`config.mk`:
```
export PLATFORM = sky130hd
export DESIGN_NAME = dcache_mem_stage
export DESIGN_NICKNAME = d
export VERILOG_FILES = /design/src/rtl/dcache_mem_stage.sv
export SDC_FILE = /design/constraint.sdc
export NUM_CORES = 2
export LEC_CHECK = 0
export ABC_AREA = 1
export BUFFER_PORTS_ARGS = -buffer_cell sky130_fd_sc_hd__buf_2
export CAP_MARGIN = 10
export CORE_MARGIN = 2
export CORE_UTILIZATION = 35
export DETAILED_ROUTE_END_ITERATION = 16
export PLACE_DENSITY = 0.52
export RECOVER_POWER = 25
export SYNTH_ARGS = -nofsm -noshare
export SYNTH_HDL_FRONTEND = slang
export SYNTH_MEMORY_MAX_BITS = 65536
export SYNTH_SLANG_ARGS = --single-unit
```
`constraint.sdc`:
```
create_clock -name clk_i -period 5.9 [get_ports clk_i]
set_input_delay 0.59 -clock clk_i [delete_from_list [all_inputs] [get_ports clk_i]]
set_output_delay 0.59 -clock clk_i [all_outputs]
set_load 0.01 [all_outputs]
```
`src/rtl/dcache_mem_stage.sv`:
```
// Direct-mapped write-back, write-allocate data cache for the MEM stage.
// Misses stall the pipeline while the FSM writes back the victim and refills the line.
//
// state     | meaning
// S_IDLE    | hits complete in-cycle; a miss launches write-back or refill
// S_WRITEBACK | dirty victim line being written to memory
// S_REFILL  | requested line being fetched from memory
// S_REPLAY  | one stall cycle so the access re-executes as a hit
module dcache_mem_stage #(
  parameter int LINES     = 16,
  parameter int LINE_BITS = 256,
  parameter int ADDR_W    = 32
) (
  input  logic                 clk_i,
  input  logic                 rst_i,
  input  logic                 MemRead_i,
  input  logic                 MemWrite_i,
  input  logic [ADDR_W-1:0]    addr_i,
  input  logic [31:0]          wdata_i,
  output logic [31:0]          rdata_o,
  output logic                 stall_o,
  output logic                 mem_req_o,
  output logic                 mem_write_o,
  output logic [ADDR_W-1:0]    mem_addr_o,
  output logic [LINE_BITS-1:0] mem_wdata_o,
  input  logic                 mem_ack_i,
  input  logic [LINE_BITS-1:0] mem_rdata_i
);

  localparam int IDX_W = $clog2(LINES);
  localparam int TAG_W = ADDR_W - 5 - IDX_W;

  typedef enum logic [1:0] {S_IDLE, S_WRITEBACK, S_REFILL, S_REPLAY} state_t;

  state_t r_state;
  state_t w_next;

  logic [LINES-1:0]     r_valid;
  logic [LINES-1:0]     r_dirty;
  logic [TAG_W-1:0]     r_tag  [LINES];
  logic [LINE_BITS-1:0] r_data [LINES];

  logic                 r_mem_req;
  logic                 r_mem_write;
  logic [ADDR_W-1:0]    r_mem_addr;
  logic [LINE_BITS-1:0] r_mem_wdata;

  logic [2:0]           w_off;
  logic [IDX_W-1:0]     w_idx;
  logic [TAG_W-1:0]     w_tag;
  logic                 w_access;
  logic                 w_hit;
  logic                 w_miss;
  logic                 w_ack;
  logic                 w_victim_dirty;
  logic                 w_store_hit;
  logic [7:0]           w_bitpos;
  logic [LINE_BITS-1:0] w_line;
  logic [31:0]          w_word;
  logic [ADDR_W-1:0]    w_victim_addr;
  logic [ADDR_W-1:0]    w_line_addr;

  assign w_off          = addr_i[4:2];
  assign w_idx          = addr_i[5 +: IDX_W];
  assign w_tag          = addr_i[ADDR_W-1 -: TAG_W];
  assign w_access       = MemRead_i | MemWrite_i;
  assign w_hit          = r_valid[w_idx] & (r_tag[w_idx] == w_tag);
  assign w_miss         = w_access & ~w_hit;
  assign w_ack          = mem_ack_i & r_mem_req;
  assign w_victim_dirty = r_valid[w_idx] & r_dirty[w_idx];
  assign w_store_hit    = (r_state == S_IDLE) & MemWrite_i & w_hit & ~rst_i;
  assign w_bitpos       = {w_off, 5'b00000};
  assign w_line         = r_data[w_idx];
  assign w_word         = w_line[w_bitpos +: 32];
  assign w_victim_addr  = {r_tag[w_idx], w_idx, 5'b00000};
  assign w_line_addr    = {addr_i[ADDR_W-1:5], 5'b00000};

  assign rdata_o     = (~rst_i & MemRead_i & w_hit) ? w_word : 32'h0;
  assign mem_req_o   = r_mem_req;
  assign mem_write_o = r_mem_write;
  assign mem_addr_o  = r_mem_addr;
  assign mem_wdata_o = r_mem_wdata;

  always_ff @(posedge clk_i) begin
    if (rst_i) r_state <= S_IDLE;
    else       r_state <= w_next;
  end

  always_comb begin
    w_next = r_state;
    case (r_state)
      S_IDLE:      if (w_miss) w_next = w_victim_dirty ? S_WRITEBACK : S_REFILL;
      S_WRITEBACK: if (w_ack) w_next = S_REFILL;
      S_REFILL:    if (w_ack) w_next = S_REPLAY;
      S_REPLAY:    w_next = S_IDLE;
      default:     w_next = S_IDLE;
    endcase
  end

  always_comb begin
    stall_o = 1'b0;
    if (!rst_i) stall_o = (r_state == S_IDLE) ? w_miss : 1'b1;
  end

  // Write-back hands straight over to the refill, so req stays high between them.
  always_ff @(posedge clk_i) begin
    if (rst_i) begin
      r_valid     <= '0;
      r_dirty     <= '0;
      r_mem_req   <= 1'b0;
      r_mem_write <= 1'b0;
      r_mem_addr  <= '0;
      r_mem_wdata <= '0;
    end else begin
      case (r_state)
        S_IDLE: begin
          if (w_miss) begin
            r_mem_req <= 1'b1;
            if (w_victim_dirty) begin
              r_mem_write <= 1'b1;
              r_mem_addr  <= w_victim_addr;
              r_mem_wdata <= w_line;
            end else begin
              r_mem_write <= 1'b0;
              r_mem_addr  <= w_line_addr;
            end
          end else if (w_store_hit) begin
            r_dirty[w_idx] <= 1'b1;
          end
        end
        S_WRITEBACK: begin
          if (w_ack) begin
            r_dirty[w_idx] <= 1'b0;
            r_mem_write    <= 1'b0;
            r_mem_addr     <= w_line_addr;
          end
        end
        S_REFILL: begin
          if (w_ack) begin
            r_mem_req      <= 1'b0;
            r_valid[w_idx] <= 1'b1;
            r_dirty[w_idx] <= 1'b0;
            r_tag[w_idx]   <= w_tag;
          end
        end
        default: ;
      endcase
    end
  end

  // Data array is deliberately left uninitialised by reset.
  always_ff @(posedge clk_i) begin
    if (!rst_i) begin
      if ((r_state == S_REFILL) && w_ack)
        r_data[w_idx] <= mem_rdata_i;
      else if (w_store_hit)
        r_data[w_idx][w_bitpos +: 32] <= wdata_i;
    end
  end

endmodule

```
# --- Word-level counts from Yosys, hierarchy flattened ---
# Memory sizes are Yosys's and may differ from the RTL's.
# Index checks and enable logic that the tools add are counted.
word_totals:
  regBits: 324
  latch_bits: 0
  rom_bits: 0
  out_inout_bits: 323
  mem_count: 2
  mem_bits_rw: 4464
  elab_cells: 605
  in_bits: 325
op_classes:
  order_cmp: 2
  n_eq_ne: 10
  mux: 295
  bitwise_logic: 272
  n_addsub: 1
  shift: 3
  n_div: 0
  n_mul: 0
  reduce_logical: 13
memory_table:
  columns: ["memory", "depth", "width", "read_ports", "rd_clocked_by_memory_dff", "wr", "line_no", "text"]
  rows:
  - ["r_data", 16, 256, 1, 0, 1, "41", "logic [LINE_BITS-1:0] r_data [LINES];"]
  - ["r_tag", 16, 23, 1, 0, 1, "40", "logic [TAG_W-1:0] r_tag [LINES];"]
ops:
  columns: ["operator", "n"]
  rows:
  - ["$mux W1", 275]
  - ["$or A1 B1 Y1", 257]
  - ["$mux W256", 1]
  - ["$shift A32 B10 Y256 const A", 1]
  - ["$shiftx A256 B9 Y32", 1]
  - ["$shiftx A32 B10 Y256", 1]
  - ["$mux W32", 4]
  - ["$pmux W32 S2", 1]
  - ["$mux W16", 3]
  - ["$or A16 B16 Y16", 2]
  - ["$pmux W16 S2", 1]
  - ["$eq A23 B23 Y1", 1]
  - ["$and A16 B16 Y16", 1]
  - ["$not A16 Y16", 1]
  - ["$reduce_and A3 Y1", 4]
  - ["$ne A2 B2 Y1 const B", 5]
  - ["$neg A8 Y10", 1]
  - ["$and A1 B1 Y1", 9]
  - ["$bmux W1 S4", 2]
  - ["$mux W2", 4]
  - ["$pmux W2 S4", 1]
  - ["$reduce_bool A2 Y1", 3]
  - ["$lt A4 B5 Y1 const B", 1]
  - ["$demux W1 S4", 1]
  - ["other kinds (11)", 15]

# --- Longest topological paths before layout ---
depth:
  word_depth: 10
  ltp_mapped: 25
  ltp_nobuf: 22

# --- Worst setup path after synthesis ---
# Ideal clock, no wire load.
synth_timing:
  path_type: "input -> register"
  from: "in addr_i[3]"
  to: "mem r_data[0][160] (enable)"
  t_required_ps: 5468
  stages: 10
  t_arrival_ps: 4316
  path_slack_ps: 1153
  n_path_buf: 4
  cell_sequence: "clkbuf_1 -> inv_1 -> clkbuf_1 -> clkbuf_1 -> ha_1 -> ha_1 -> nor2_1 -> nand3_2 -> clkbuf_1 -> a21oi_1"
synth_between:
  elab_chain_len: 4
synth_rtl:
  columns: ["element", "line_no", "text"]
  rows:
  - ["start, declared", "18", "input logic [ADDR_W-1:0] addr_i,"]
  - ["$neg A8 Y10", "157", "r_data[w_idx][w_bitpos +: 32] <= wdata_i;"]
  - ["$shift A32 B10 Y256", "157", null]
  - ["$mux W256 (not written as such)", "157", null]
  - ["$or A1 B1 Y1 (no source line)", null, null]
  - ["end, declared", "41", null]
# Every way passes these cells.

# --- Worst setup path in the final report ---
layout_timing:
  from: "in addr_i[6]"
  to: "out rdata_o[6]"
layout_between:
  elab_chain_len: 5
  elab_cells_between_ends: 9
layout_rtl:
  columns: ["element", "line_no", "text"]
  rows:
  - ["parallel branches: the longest is 4 deep, another holds $mem_v2 Z16 W256", null, null]
  - ["$mux W32 (*)", "78", "assign rdata_o = (~rst_i & MemRead_i & w_hit) ? w_word : 32'h0;"]
  - ["end, declared", "20", "output logic [31:0] rdata_o,"]
# Every way passes the cells marked *. The select of a mux whose other input is x is not followed.

==> out/results.env <==
POWER_LEAKAGE_nW=73.3
START_UTIL_PCT=35.1
CRIT_FANOUT=61
NUMBER_OF_BUFFERS_CREATED_BY_CTS=525
GRT_START_MAX_NET_PINS=176
SYNTH_ENABLE_FLOP_CELLS=4464
SYNTH-SEQ-AREA-SHARE_PCT=76.1
POWER_PER_CELL_AREA_nW_PER_UM2=344
PORTBUFFERS=640
POST_DP_CELL_AREA_UM2=203000
DESIGN.PORTCOUNT=648
SHARE_OF_FLIP_FLOPS_WITH_AN_ASYNCHRONOUS_SET_OR_RESET_AFTER_SYNTHESIS_PCT=0
MET3WIRELENGTH_UM=80300
POST-CTS-SETUP-BUFFER-COUNT=0
NETLIST-CELL-TYPE-COUNT=36
MAX_FREQ_MHz=172
ANTENNA_FOUND_INITIAL=77
MET2ROUTEDLENGTH_UM=320000
SYN_AREA_UM2=184000
TIMING.MAX_CAP.VIOLATIONS=11
SLOWEST_DELAY_PS=880
YS_FF_LATCH=4783
TIMING.MAX_SLEW.REL_SLACK_PCT=-66.5
CORE-AREA_UM2=525000
HIGHEST_ROUTING_LAYER_ACTUALLY_USED='met5'
INITIALDRTVIOLATIONCOUNT=18000
AVGVIACOUNTPERCELL=5.75
CTS_NUM_SINKS=4783
CRIT_PATH_CELL_TRACE='buf_2 -> nor2_4 -> buf_12 -> buf_12 -> buf_12 -> a22oi_1 -> nand2_1 -> nand2_1 -> nand4_1 -> nand2_1 -> nand3_1 -> o21ai_0 -> buf_4 -> a211oi_1 -> buf_4 -> buf_2'
FINAL.SETUP.TNS_PS=0
TYPE_OF_THE_TIGHTEST_MIN_DELAY_CHECK='in -> reg'
LAYOUT-DRIVE-GT1-SHARE_PCT=13.7
SLACK_OF_THE_CRITICAL_PATH_PS=88.8
CTS-ROOT-TO-SINK-BUFFERS=4
GRT_SETUP_UNREPAIRED='false'
TIMING_WORST_SETUP_PATH_TYPE='in -> out'
POST-ROUTE-PERIOD-UTIL_PCT=98.5
FIRSTDRTPASSITERS=7
STATUS='complete, but fails checks'
SETUP.WORST_PATH.START_CLASS='primary input'
DR_TOTAL_VIAS=126000
DRC_ERRORS=0
AREA_GROWTH_SYN_TO_LAYOUT_PCT=18.5
ENDPOINTS_FAILING_SETUP=0
POST-ROUTE-MIN-PERIOD_PS=5810
VIAS_IN_THE_FIRST_GLOBAL_ROUTE=116000
DESIGN_AREA_UM2=219000
FINAL_NETS=14900
DIE-HEIGHT_UM=730
GRT_OVERFLOW=0
WIRE_LENGTH_OF_THE_FIRST_GLOBAL_ROUTING_PASS_UM=984000
WL_PER_CELL_UM=33.5
CRIT_PATH_TOP_DELAY_CELL='sky130_fd_sc_hd__nor2_4'
DETAIL_ROUTE.WIRELENGTH.MET1_UM=291000
POST_CTS_RESIZED=0
TIMING.FINAL.MAX_SLEW_VIOLATIONS=501
DESIGN.DIE.AREA_UM2=533000
SLEW_AT_THE_PIN_CLOSEST_TO_ITS_MAX_SLEW_LIMIT_PS=2500
FINAL.FILL_COUNT=48500
PLACEMENT_ROWS=266
PRE_CTS_SLACK_PS=265
FINAL_CELL_COUNT_NO_FILL=22000
SYNTHESIS.YOSYS.WARNINGS=0
MAX-VDD-IR-DROP_V=0.000337
POST_SYNTH_INST_COUNT=13500
GROUTE.USAGE.OVERALL_PCT=26.6
FIN_HOLD_VIOLS=0
DEPTH_OF_THE_CTS_H_TREE=6
CLKSLEWWORSTSETUPHOLDPATHS_PS=60
WORST_EP_ARRIVAL_TIME_PS=5220
SYNTH-MAIN-FF-CELL='sky130_fd_sc_hd__edfxtp_1'
CLOCK_INSERTION_DELAY_WORST_SKEW_PS=1140
SYN_AREA_PER_CELL_UM2=13.7
DRT_WL_TOTAL_UM=736000
CRITICAL_PATH_CAPTURE_POINT_TYPE='primary output'
GP_CONGESTION=0.954
TRITONCTS_CLOCK_TREE='done'
DIE_W_UM=730
PLACE.DETAILED.HPWL_UM=477000
FIN_SKEW_PS=125
CP_REQUIRED_PS=5310
CTS.ROOT.BUFFER_CELL='sky130_fd_sc_hd__clkbuf_16'
DP.CELLS=20900
ROUTE.ANTENNA.REMAINING_NETS=0
FAILED_CHECKS='max-capacitance violations, max-slew violations'
-- flip-flops by register name (all words and copies together) (netlist names), named ones only --
register,cells
r_valid,16
r_data,4096
r_tag,368
mem_wdata_o,256
mem_req_o,1
r_state,2
mem_addr_o,27
mem_write_o,1
-- synth_stat cells (all sizes together), types with 73 or more instances --
library cell  count  area share (%)
dfxtp           319             3.5
nand2          3230             6.6
or3              73            0.25
inv             115            0.24
nor2            278            0.58
edfxtp         4464              73
clkbuf          588             1.2
a22oi          2048             8.3
nand4           199            0.67
buf             346            0.84
o21ai           292            0.79
a21oi           861             2.3
nand3           429             1.2
or2             123            0.42
-- per-layer routing --
metal  global-route usage, %  up-vias
met5                       0        -
met4                    13.5       16
met3                    6.90     1281
met2                    39.5     7151
met1                    36.1    64800
li1                        -    53100
-- path summary, 6_finish.rpt --
| kind | endpoint | slack [ps] | depth (start not counted) | startpoint |
|---|---|---|---|---|
| max reg2reg | r_tag[1][4] | 370 | 10 | mem_req_o |
| max | rdata_o[6] | 90 | 16 | addr_i[6] |
| min reg2reg | mem_wdata_o[50] | 460 | 2 | mem_wdata_o[50] |
| min | r_data[6][59] | 130 | 4 | mem_rdata_i[59] |
-- cells in the final DEF, fill, tap and decap left out, types with 180 or more instances in the layout --
master / instances
sky130_fd_sc_hd__a21oi_1: 771
sky130_fd_sc_hd__a22oi_1: 2048
sky130_fd_sc_hd__buf_12: 180
sky130_fd_sc_hd__buf_2: 329
sky130_fd_sc_hd__buf_4: 508
sky130_fd_sc_hd__clkbuf_1: 498
sky130_fd_sc_hd__clkbuf_16: 532
sky130_fd_sc_hd__dfxtp_1: 319
sky130_fd_sc_hd__edfxtp_1: 4464
sky130_fd_sc_hd__nand2_1: 3227
sky130_fd_sc_hd__nand3_1: 427
sky130_fd_sc_hd__nand4_1: 199
sky130_fd_sc_hd__nor2_1: 225
-- logic make-up after synthesis --
logic type | Yosys count | share of synthesized area [%]
fa+ha+maj | 9 | 0.0611
flops | 4783 | 76.1
simple gates | 4364 | 9.77
compound gates | 3259 | 11.7
other cells | 1 | 0.00203
buf+inv | 1067 | 2.30
-- report_power, final --
| group | internal [mW] | leakage, nW | switching [mW] |
|---|---|---|---|
| clock | 17.9 | 8.04 | 14.0 |
| combinational | 1.35 | 22.6 | 4.67 |
| sequential | 37.2 | 42.7 | 0.0681 |
| total | 56.5 | 73.3 | 18.7 |
-- worst max-delay path: cells and delay by family --
kind                   cells  cell delay [ps]
AND/OR/NAND/NOR            6             1710
buffers and inverters      7             1820
AO/OA/AOI/OAI              3              890
-- stage by stage --
step,power [mW],util [%],hold WS (ps)
final,75.2,41.6,126
after global routing,77.0,41.6,142
after CTS,75.3,41.8,15.7
after detailed placement,43.9,38.6,451
after global placement,43.8,38.6,439
after floorplan,40.7,-,429
-- timing repair --
| item | 4_1_cts | 5_1_grt |
|---|---|---|
| endpoints found under the hold margin | 477 | 0 |
| endpoints found under the setup margin | 0 | 0 |
| hold buffers | 31 | 0 |
-- cell type report --
type                       instances  area [µm²]  share of cell area (%)
sequential                      4783      140000                    64.3
multi-input combinational       7637       41100                    18.8
clock buffer                     680       14100                    6.46
timing repair buffer            1456       11000                    5.02
tap                             6968        8720                    3.99
clock inverter                   263        2470                    1.13
inverter                         133         563                   0.258
antenna                           62         155                  0.0710
No activity file was read; power rests on OpenSTA's default activity.
